File: src/rtl/control_config_campos_pkg.sv
// Shared definitions for the configuration-field selector: field codes,
// FSM state encoding and the field wrap helpers.
package pkg_config_campos;

  localparam int CAMPO_W = 4;
  typedef logic [CAMPO_W-1:0] campo_t;

  localparam campo_t CAMPO_NINGUNO = 4'd0;
  localparam campo_t CAMPO_SEG     = 4'd1;
  localparam campo_t CAMPO_MIN     = 4'd2;
  localparam campo_t CAMPO_HORA    = 4'd3;
  localparam campo_t CAMPO_TMR_SEG = 4'd4;
  localparam campo_t CAMPO_TMR_MIN = 4'd5;
  localparam campo_t CAMPO_DIA     = 4'd6;
  localparam campo_t CAMPO_MES     = 4'd7;
  localparam campo_t CAMPO_ANIO    = 4'd8;

  typedef enum logic {
    ST_IDLE   = 1'b0,
    ST_CONFIG = 1'b1
  } estado_t;

  // Next/previous field with wrap between CAMPO_SEG and the highest code n.
  function automatic campo_t campo_sig(campo_t c, campo_t n);
    return (c >= n) ? CAMPO_SEG : campo_t'(c + 4'd1);
  endfunction

  function automatic campo_t campo_ant(campo_t c, campo_t n);
    return (c <= CAMPO_SEG) ? n : campo_t'(c - 4'd1);
  endfunction

endpackage

File: src/rtl/control_config_campos_antirrebote_pulso.sv
// One push button: 2-FF synchroniser, tick-sampled debounce, press pulse on the
// debounced rise and an optional auto-repeat while the button stays held.
module antirrebote_pulso #(
  parameter int STABLE_N   = 4,
  parameter int REPEAT     = 0,
  parameter int REP_DELAY  = 50000000,
  parameter int REP_PERIOD = 26000000
) (
  input  logic clk,
  input  logic reset,
  input  logic raw,
  input  logic tick,
  input  logic clr,
  output logic pulse
);

  localparam int SW = $clog2(STABLE_N + 1);
  localparam int HW = $clog2(REP_DELAY + 1);
  localparam logic [SW-1:0] STABLE_LAST = SW'(STABLE_N - 1);
  localparam logic [HW-1:0] HOLD_FIRE   = HW'(REP_DELAY);
  // Reloading here makes the next fire land exactly REP_PERIOD cycles later.
  localparam logic [HW-1:0] HOLD_RELOAD = HW'(REP_DELAY - REP_PERIOD + 1);

  logic          sync0, sync1;
  logic          level, level_d;
  logic [SW-1:0] stable_cnt;
  logic [HW-1:0] hold_cnt;
  logic          bloqueado;
  logic          rep;

  always_ff @(posedge clk or posedge reset) begin
    if (reset) begin
      sync0      <= 1'b0;
      sync1      <= 1'b0;
      level      <= 1'b0;
      level_d    <= 1'b0;
      stable_cnt <= '0;
    end else begin
      sync0   <= raw;
      sync1   <= sync0;
      level_d <= level;
      if (tick) begin
        if (sync1 == level) begin
          stable_cnt <= '0;
        end else if (stable_cnt == STABLE_LAST) begin
          level      <= ~level;
          stable_cnt <= '0;
        end else begin
          stable_cnt <= stable_cnt + 1'b1;
        end
      end
    end
  end

  // A clear while held blocks repeats until the debounced level falls.
  always_ff @(posedge clk or posedge reset) begin
    if (reset) begin
      hold_cnt  <= '0;
      bloqueado <= 1'b0;
    end else begin
      if (clr) begin
        bloqueado <= 1'b1;
      end else if (!level) begin
        bloqueado <= 1'b0;
      end
      if (!level || clr || bloqueado) begin
        hold_cnt <= '0;
      end else if (hold_cnt == HOLD_FIRE) begin
        hold_cnt <= HOLD_RELOAD;
      end else begin
        hold_cnt <= hold_cnt + 1'b1;
      end
    end
  end

  assign rep   = (REPEAT != 0) && level && !bloqueado && (hold_cnt == HOLD_FIRE);
  assign pulse = (level & ~level_d) | rep;

endmodule

File: src/rtl/control_config_campos.sv
// Configuration front end: debounced button pulses drive a field-select FSM
// that publishes the field being edited and one-cycle Arriba/Abajo steps.
module control_config_campos
  import pkg_config_campos::*;
#(
  parameter int DB_TICKS   = 100000,
  parameter int STABLE_N   = 4,
  parameter int REP_DELAY  = 50000000,
  parameter int REP_PERIOD = 26000000,
  parameter int N_CAMPOS   = 8
) (
  input  logic       clk,
  input  logic       reset,
  input  logic       btn_config,
  input  logic       btn_izq,
  input  logic       btn_der,
  input  logic       btn_arriba,
  input  logic       btn_abajo,
  output logic [3:0] contadoresH,
  output logic       Arriba,
  output logic       Abajo,
  output logic       modo_config
);

  localparam int TW = (DB_TICKS > 1) ? $clog2(DB_TICKS) : 1;
  localparam logic [TW-1:0] TICK_LAST = TW'(DB_TICKS - 1);
  localparam campo_t CAMPO_MAX = campo_t'(N_CAMPOS);

  logic [TW-1:0] tick_cnt;
  logic          tick;
  logic [4:0]    raw;
  logic [4:0]    p;          // 0 config, 1 izq, 2 der, 3 arriba, 4 abajo
  logic          clr_hold;

  estado_t state, state_n;
  campo_t  campo, campo_n;
  logic    arriba_q, abajo_q, arriba_n, abajo_n;

  assign tick = (tick_cnt == TICK_LAST);

  always_ff @(posedge clk or posedge reset) begin
    if (reset)     tick_cnt <= '0;
    else if (tick) tick_cnt <= '0;
    else           tick_cnt <= tick_cnt + 1'b1;
  end

  assign raw = {btn_abajo, btn_arriba, btn_der, btn_izq, btn_config};

  for (genvar i = 0; i < 5; i++) begin : g_btn
    antirrebote_pulso #(
      .STABLE_N  (STABLE_N),
      .REPEAT    ((i >= 3) ? 1 : 0),
      .REP_DELAY (REP_DELAY),
      .REP_PERIOD(REP_PERIOD)
    ) u_btn (
      .clk  (clk),
      .reset(reset),
      .raw  (raw[i]),
      .tick (tick),
      .clr  ((i >= 3) ? clr_hold : 1'b0),
      .pulse(p[i])
    );
  end

  always_comb begin
    state_n  = state;
    campo_n  = campo;
    arriba_n = 1'b0;
    abajo_n  = 1'b0;
    clr_hold = 1'b0;
    case (state)
      ST_IDLE: begin
        if (p[0]) begin
          state_n = ST_CONFIG;
          campo_n = CAMPO_SEG;
        end
      end
      ST_CONFIG: begin
        if (p[0]) begin
          state_n  = ST_IDLE;
          campo_n  = CAMPO_NINGUNO;
          clr_hold = 1'b1;
        end else if (p[1] ^ p[2]) begin
          campo_n = p[2] ? campo_sig(campo, CAMPO_MAX) : campo_ant(campo, CAMPO_MAX);
        end else begin
          // Simultaneous up and down cancel each other.
          arriba_n = p[3] & ~p[4];
          abajo_n  = p[4] & ~p[3];
        end
      end
      default: begin
        state_n = ST_IDLE;
        campo_n = CAMPO_NINGUNO;
      end
    endcase
  end

  always_ff @(posedge clk or posedge reset) begin
    if (reset) begin
      state    <= ST_IDLE;
      campo    <= CAMPO_NINGUNO;
      arriba_q <= 1'b0;
      abajo_q  <= 1'b0;
    end else begin
      state    <= state_n;
      campo    <= campo_n;
      arriba_q <= arriba_n;
      abajo_q  <= abajo_n;
    end
  end

  assign contadoresH = campo;
  assign Arriba      = arriba_q;
  assign Abajo       = abajo_q;
  assign modo_config = (state == ST_CONFIG);

endmodule

File: config.mk
export PLATFORM = sky130hd
export DESIGN_NAME = control_config_campos
export DESIGN_NICKNAME = d
export VERILOG_FILES = /design/src/rtl/control_config_campos_pkg.sv /design/src/rtl/control_config_campos_antirrebote_pulso.sv /design/src/rtl/control_config_campos.sv
export SDC_FILE = /design/constraint.sdc
export NUM_CORES = 1
export LEC_CHECK = 0
export BUFFER_PORTS_ARGS = -buffer_cell sky130_fd_sc_hd__buf_2
export CAP_MARGIN = 20
export CORE_ASPECT_RATIO = 2
export CORE_MARGIN = 2
export CORE_UTILIZATION = 47
export DETAILED_ROUTE_END_ITERATION = 16
export PLACE_DENSITY = 0.61
export SLEW_MARGIN = 5
export SYNTH_ARGS = -nofsm -noshare
export SYNTH_HDL_FRONTEND = slang
export SYNTH_SLANG_ARGS = --single-unit
File: constraint.sdc
create_clock -name clk -period 9.35 [get_ports clk]
set_input_delay 0.935 -clock clk [delete_from_list [all_inputs] [get_ports clk]]
set_output_delay 0.935 -clock clk [all_outputs]
set_load 0.02 [all_outputs]
Word level (Yosys, flattened, before mapping)
Cells that the tools add are included.
{"block": "classes", "n_eq_ne": 17, "shifts": 0, "reduce_logical": 18, "multipliers": 0, "n_addsub": 10, "muxes": 36, "n_bitwise": 28, "div_mod_pow": 0, "order_cmp": 2}
{"op": "two-way mux 26 bit", "n": 4}
{"op": "adder 26 x 1 -> 26 bit, second input constant", "n": 2}
{"op": "equality test 26 bit, second input constant", "n": 2}
{"op": "two-way mux 3 bit", "n": 10}
{"op": "two-way mux 4 bit", "n": 6}
{"op": "inverter 1 bit", "n": 18}
{"op": "adder 17 x 1 -> 17 bit, second input constant", "n": 1}
{"op": "equality test 17 bit, second input constant", "n": 1}
{"op": "two-way mux 17 bit", "n": 1}
{"op": "adder 3 x 1 -> 3 bit, second input constant", "n": 5}
{"op": "equality test 3 x 2 -> 1 bit, second input constant", "n": 5}
{"op": "AND reduction 3 bit", "n": 5}
{"op": "two-way mux 1 bit", "n": 13}
{"op": "case mux 4 bit (2 select lines)", "n": 1}
{"op": "AND 1 bit", "n": 7}
{"op": "equality test 1 bit", "n": 5}
{"op": "adder 4 x 1 -> 4 bit, second input constant", "n": 1}
{"op": ">= comparator 4 bit, second input constant", "n": 1}
{"op": "<= comparator 4 x 1 -> 1 bit, second input constant", "n": 1}
{"op": "logical AND 1 bit", "n": 4}
{"op": "logical NOT 1 bit", "n": 4}
{"op": "logical OR 1 bit", "n": 4}
{"op": "!= test 2 x 1 -> 1 bit, second input constant", "n": 2}
{"op": "subtractor 4 x 1 -> 4 bit, second input constant", "n": 1}
{"op": "6 further kinds", "n": 7}
{"block": "totals", "out_inout_bits": 7, "latch_bits": 0, "ff_bits": 113, "elab_cells": 145, "ram_bits": 0, "in_bits": 7, "rom_bits": 0, "mem_count": 0}

Depth between registers and ports, before layout
{"block": "logic_depth", "word_depth": 9, "ltp_mapped": 8, "mapped_depth_nobuf": 7}

Hierarchy
A second synthesis with hierarchy kept.
{"block": "hier_totals", "cells_unflattened": 539, "hier_area_um2": 5592.9}
{"module": "antirrebote_pulso at g_btn[3].u_btn ...", "area_each_um2": 1717.9, "instances": 2, "seq_area_each_um2": 850.8, "cells_each": 173}
{"module": "control_config_campos", "area_each_um2": 1301.2, "instances": 1, "seq_area_each_um2": 600.6, "cells_each": 124}
{"module": "antirrebote_pulso at g_btn[0].u_btn ...", "area_each_um2": 285.3, "instances": 3, "seq_area_each_um2": 175.2, "cells_each": 23}

Worst setup path before layout
No wires, ideal clock.
{"block": "synth_timing", "kind": "register -> register", "from": "register tick_cnt[12]", "to": "register g_btn[0].u_btn.level", "setup_time_ns": 0.127, "path_buffers": 0, "t_arrival_ns": 1.968, "path_slack_ns": 7.255, "path_stages_with_launch": 6, "cell_sequence": "dfrtp_1 -> or4b_4 -> nor4b_4 -> and4_1 -> and3_1 -> mux2_1"}
{"block": "synth_via", "elab_chain_len": 2}
{"item": "from (decl)", "line": "control_config_campos.sv:29", "source": "logic [TW-1:0] tick_cnt;"}
{"item": "from (signal assigned)", "line": "control_config_campos.sv:44", "source": "else tick_cnt <= tick_cnt + 1'b1;"}
{"item": "equality test 17 bit", "line": "control_config_campos.sv:39", "source": "assign tick = (tick_cnt == TICK_LAST);"}
{"item": "AND reduction 3 bit (no line)"}
{"item": "to (signal assigned)", "line": "control_config_campos_antirrebote_pulso.sv:46", "source": "level <= ~level;"}
{"item": "to (decl)", "line": "control_config_campos_antirrebote_pulso.sv:25", "source": "logic level, level_d;"}
No other way between the ends.
A chain may end at the register's enable or synchronous reset.

Worst setup path after layout
Same ends and word-level chain as after synthesis.

==> impl_metrics.json <==
{
  "relSlewSlack_pct": 34.4,
  "postCtsSetupRepairBufs": 0,
  "grt_start_max_net_pins": 61,
  "hold_viol_final": 0,
  "cts_tree": "built",
  "critPathMaxStageDelay_ns": 0.56,
  "synthToLayoutAreaGrowth_pct": 14.8,
  "numCtsBuffers": 17,
  "switchingPower_w": 0.000247,
  "place_ws_ns": 6.82,
  "clk_latency_ns": 0.41,
  "yosys.area_share.simple_pct": 24.2,
  "avgRoutedWirePerCell_um": 15.1,
  "crit_chain": "or4b_4, nor4b_4, and4_1, and3_1, mux2_1",
  "p_comb_share_pct": 1.2,
  "synthMuxAreaShare_pct": 1.23,
  "crit_arrival_ns": 2.82,
  "hold_buffers": 0,
  "synth_top_cell_area_share_pct": 52.4,
  "route.detailed.drc": 0,
  "avgSynthCellArea_um2": 10.4,
  "grt_pass1_vias": 4016,
  "async_flop_share_pct": 100,
  "grt_pass1_wl_um": 18500,
  "vdd_drop_max_mv": 0.133,
  "cts_resized": 0,
  "ant_nets": 0,
  "end_kind": "flop",
  "status": "completed",
  "dp_hpwl_um": 7270,
  "p_leak_nw": 2.73,
  "die-area_um2": 12400,
  "synthTopCellsByArea": "dfrtp_1 52%, xor2_1 6.7%, nor2_1 5.5%, nand3_1 4.0%, xnor2_1 3.7%",
  "swShare_pct": 21.7,
  "synth_edf_count": 0,
  "pin_count": 14,
  "setup_tns_ns": 0,
  "first_pass_iters": 4,
  "crit_buf_inv": 0,
  "rows": 55,
  "io_buffers": 13,
  "grt_usage_pct": 19.2,
  "synth_area_leader_cell": "dfrtp_1",
  "num-nets-final": 565,
  "synth_nets": 541,
  "yosysUniqueCellTypes": 50,
  "initial_utilization_pct": 47.8,
  "criticalPathCategory": "flop to flop",
  "cpMaxStageDelayCell": "or4b_4",
  "fin_util_pct": 54.9,
  "synth_top_family_by_area": "simple AND/OR/NAND/NOR gates",
  "diodes": 0,
  "viasPerCell": 5.46,
  "synth_xor_area_share_pct": 10.4,
  "layout.cells.non_filler": 698,
  "grt_antenna_before_repair": 0,
  "setup_ws_ns": 6.81,
  "clock_sink_count": 113,
  "finalPower_w": 0.00113,
  "power_frac_seq_pct": 43.4,
  "die_w_um": 79.8,
  "fillers": 1012,
  "final-seq-area_um2": 2830,
  "yosysSeqAreaShare_pct": 52.4,
  "cap_violations": 0,
  "gp_congestion": 0.833,
  "ys_top_cells_by_count": "113 x dfrtp_1, 79 x nor2_1, 43 x nand3_1",
  "cp_max_fo": 13,
  "p_int_w": 0.000888,
  "wl_um": 10500,
  "start_kind": "flop",
  "rsz0062_at_grt": "false",
  "fin_crit_ns": 2.54,
  "syn_inst": 519,
  "p_per_area_nw_per_um2": 183,
  "synth.most_common_cell": "dfrtp_1",
  "final_max_slew_viol_count": 0,
  "cpLargestDelayFamily": "simple AND/OR/NAND/NOR gates",
  "finalCritPeriodShare_pct": 27.1,
  "tightest_slew_ns": 0.975,
  "core-area_um2": 11300,
  "yosys_warnings": 0,
  "synthAdderAreaFrac_pct": 3.48,
  "cts_root_buf": "clkbuf_16",
  "num_vias": 3810,
  "h-tree-depth": 4,
  "fmax_ghz": 0.394,
  "clock_path_buffers": 2,
  "placed_cells": 666,
  "hp-class": "flop to flop",
  "cts.clk_slew.worst_paths_ns": 0.06,
  "synth_area_um2": 5390,
  "synth_compound_area_share_pct": 6.22,
  "ys.flop_type": "dfrtp_1",
  "drtIter0Drc": 192,
  "multiInputGateArea_um2": 2450,
  "grt-ovfl-total": 0,
  "die_y_um": 156,
  "drive_above_1_share_pct": 11.2,
  "ys_ff_latch": 113,
  "final-setup-viol-count": 0,
  "clockPowerShare_pct": 55.4,
  "finClkSkew_ns": 0.00954,
  "crit_required_ns": 9.64
}
-- power by group through the flow --
stage / clock network [W] / logic (W) / registers, W
floorplan: 0 / 0.00000925 / 0.000501
detailed placement: 0 / 0.0000144 / 0.000501
finish: 0.000629 / 0.0000134 / 0.000493
CTS: 0.000645 / 0.0000144 / 0.000493
global placement: 0 / 0.0000141 / 0.000501
global route: 0.000666 / 0.0000161 / 0.000493
-- registers in the layout, summed over array words and instances, names as in the netlist --
name,flops
g_btn.u_btn.sync1,5
g_btn.u_btn.stable_cnt,15
modo_config,1
g_btn.u_btn.sync0,5
g_btn.u_btn.level_d,5
g_btn.u_btn.hold_cnt,52
g_btn.u_btn.level,5
g_btn.u_btn.bloqueado,2
tick_cnt,17
Abajo,1
contadoresH,4
Arriba,1
-- layer usage --
layer / wire length, um / part of all wire, % / GRT usage (%) / up-vias
met5: 0 / 0 / 0 / -
met4: 174 / 1.7 / 8.88 / 0
met3: 260 / 2.5 / 4.23 / 10
met2: 6010 / 57 / 35.4 / 50
met1: 4090 / 39 / 20.2 / 1896
li1: - / - / - / 1854
-- path summary, 6_finish.rpt --
check,slack (ns),start,cells past startpoint,endpoint
max,6.81,tick_cnt[12]$_DFF_PP0_,5,g_btn[0].u_btn.level$_DFFE_PP0P_
min,0.35,g_btn[2].u_btn.sync0$_DFF_PP0_,0,g_btn[2].u_btn.sync1$_DFF_PP0_
max reg2reg,6.81,tick_cnt[12]$_DFF_PP0_,5,g_btn[0].u_btn.level$_DFFE_PP0P_
min reg2reg,0.35,g_btn[2].u_btn.sync0$_DFF_PP0_,0,g_btn[2].u_btn.sync1$_DFF_PP0_
max in group asynchronous,7.50,reset,3,g_btn[3].u_btn.level$_DFFE_PP0P_
min in group asynchronous,0.64,reset,2,tick_cnt[8]$_DFF_PP0_
-- metrics by stage --
| stage | area, um2 | hold WS, ns |
|---|---|---|
| after CTS | 6190 | 0.349 |
| after detailed placement | 5610 | 0.335 |
| final | 6190 | 0.347 |
| after floorplan | 5390 | 0.331 |
| after global routing | 6190 | 0.357 |
| after global placement | 5610 | 0.333 |
-- cells by family after synthesis --
kind of cell / count (synthesis)
xor gates and xnor gates: 64
buffers and inverters: 27
and+or+nand+nor: 243
adders and majority gates: 15
DFF: 113
AOI/OAI and AO/OA: 51
muxes: 6
-- cells in the final DEF (no fill, tap or decap), types with 9 or more instances in the layout --
| cell | netlist | routed |
|---|---|---|
| dfrtp_1 | 113 | 113 |
| nor2_1 | 79 | 79 |
| nand3_1 | 43 | 43 |
| xor2_1 | 41 | 41 |
| nand2_1 | 35 | 35 |
| xnor2_1 | 23 | 23 |
| a21oi_1 | 17 | 17 |
| clkbuf_16 | 0 | 17 |
| inv_1 | 17 | 16 |
| ha_1 | 15 | 15 |
| nand4_1 | 14 | 14 |
| buf_2 | 3 | 13 |
| nand2b_1 | 10 | 10 |
| and3_1 | 9 | 9 |
-- area by class of cell --
cell class,instances,area share [%]
Multi-Input combinational cell,379,39.6
Clock inverter,15,2.59
Inverter,17,1.07
Tap cell,142,2.87
Sequential cell,113,45.7
Timing Repair Buffer,15,1.29
Clock buffer,17,6.87
Power figures use the tool's default switching activity.
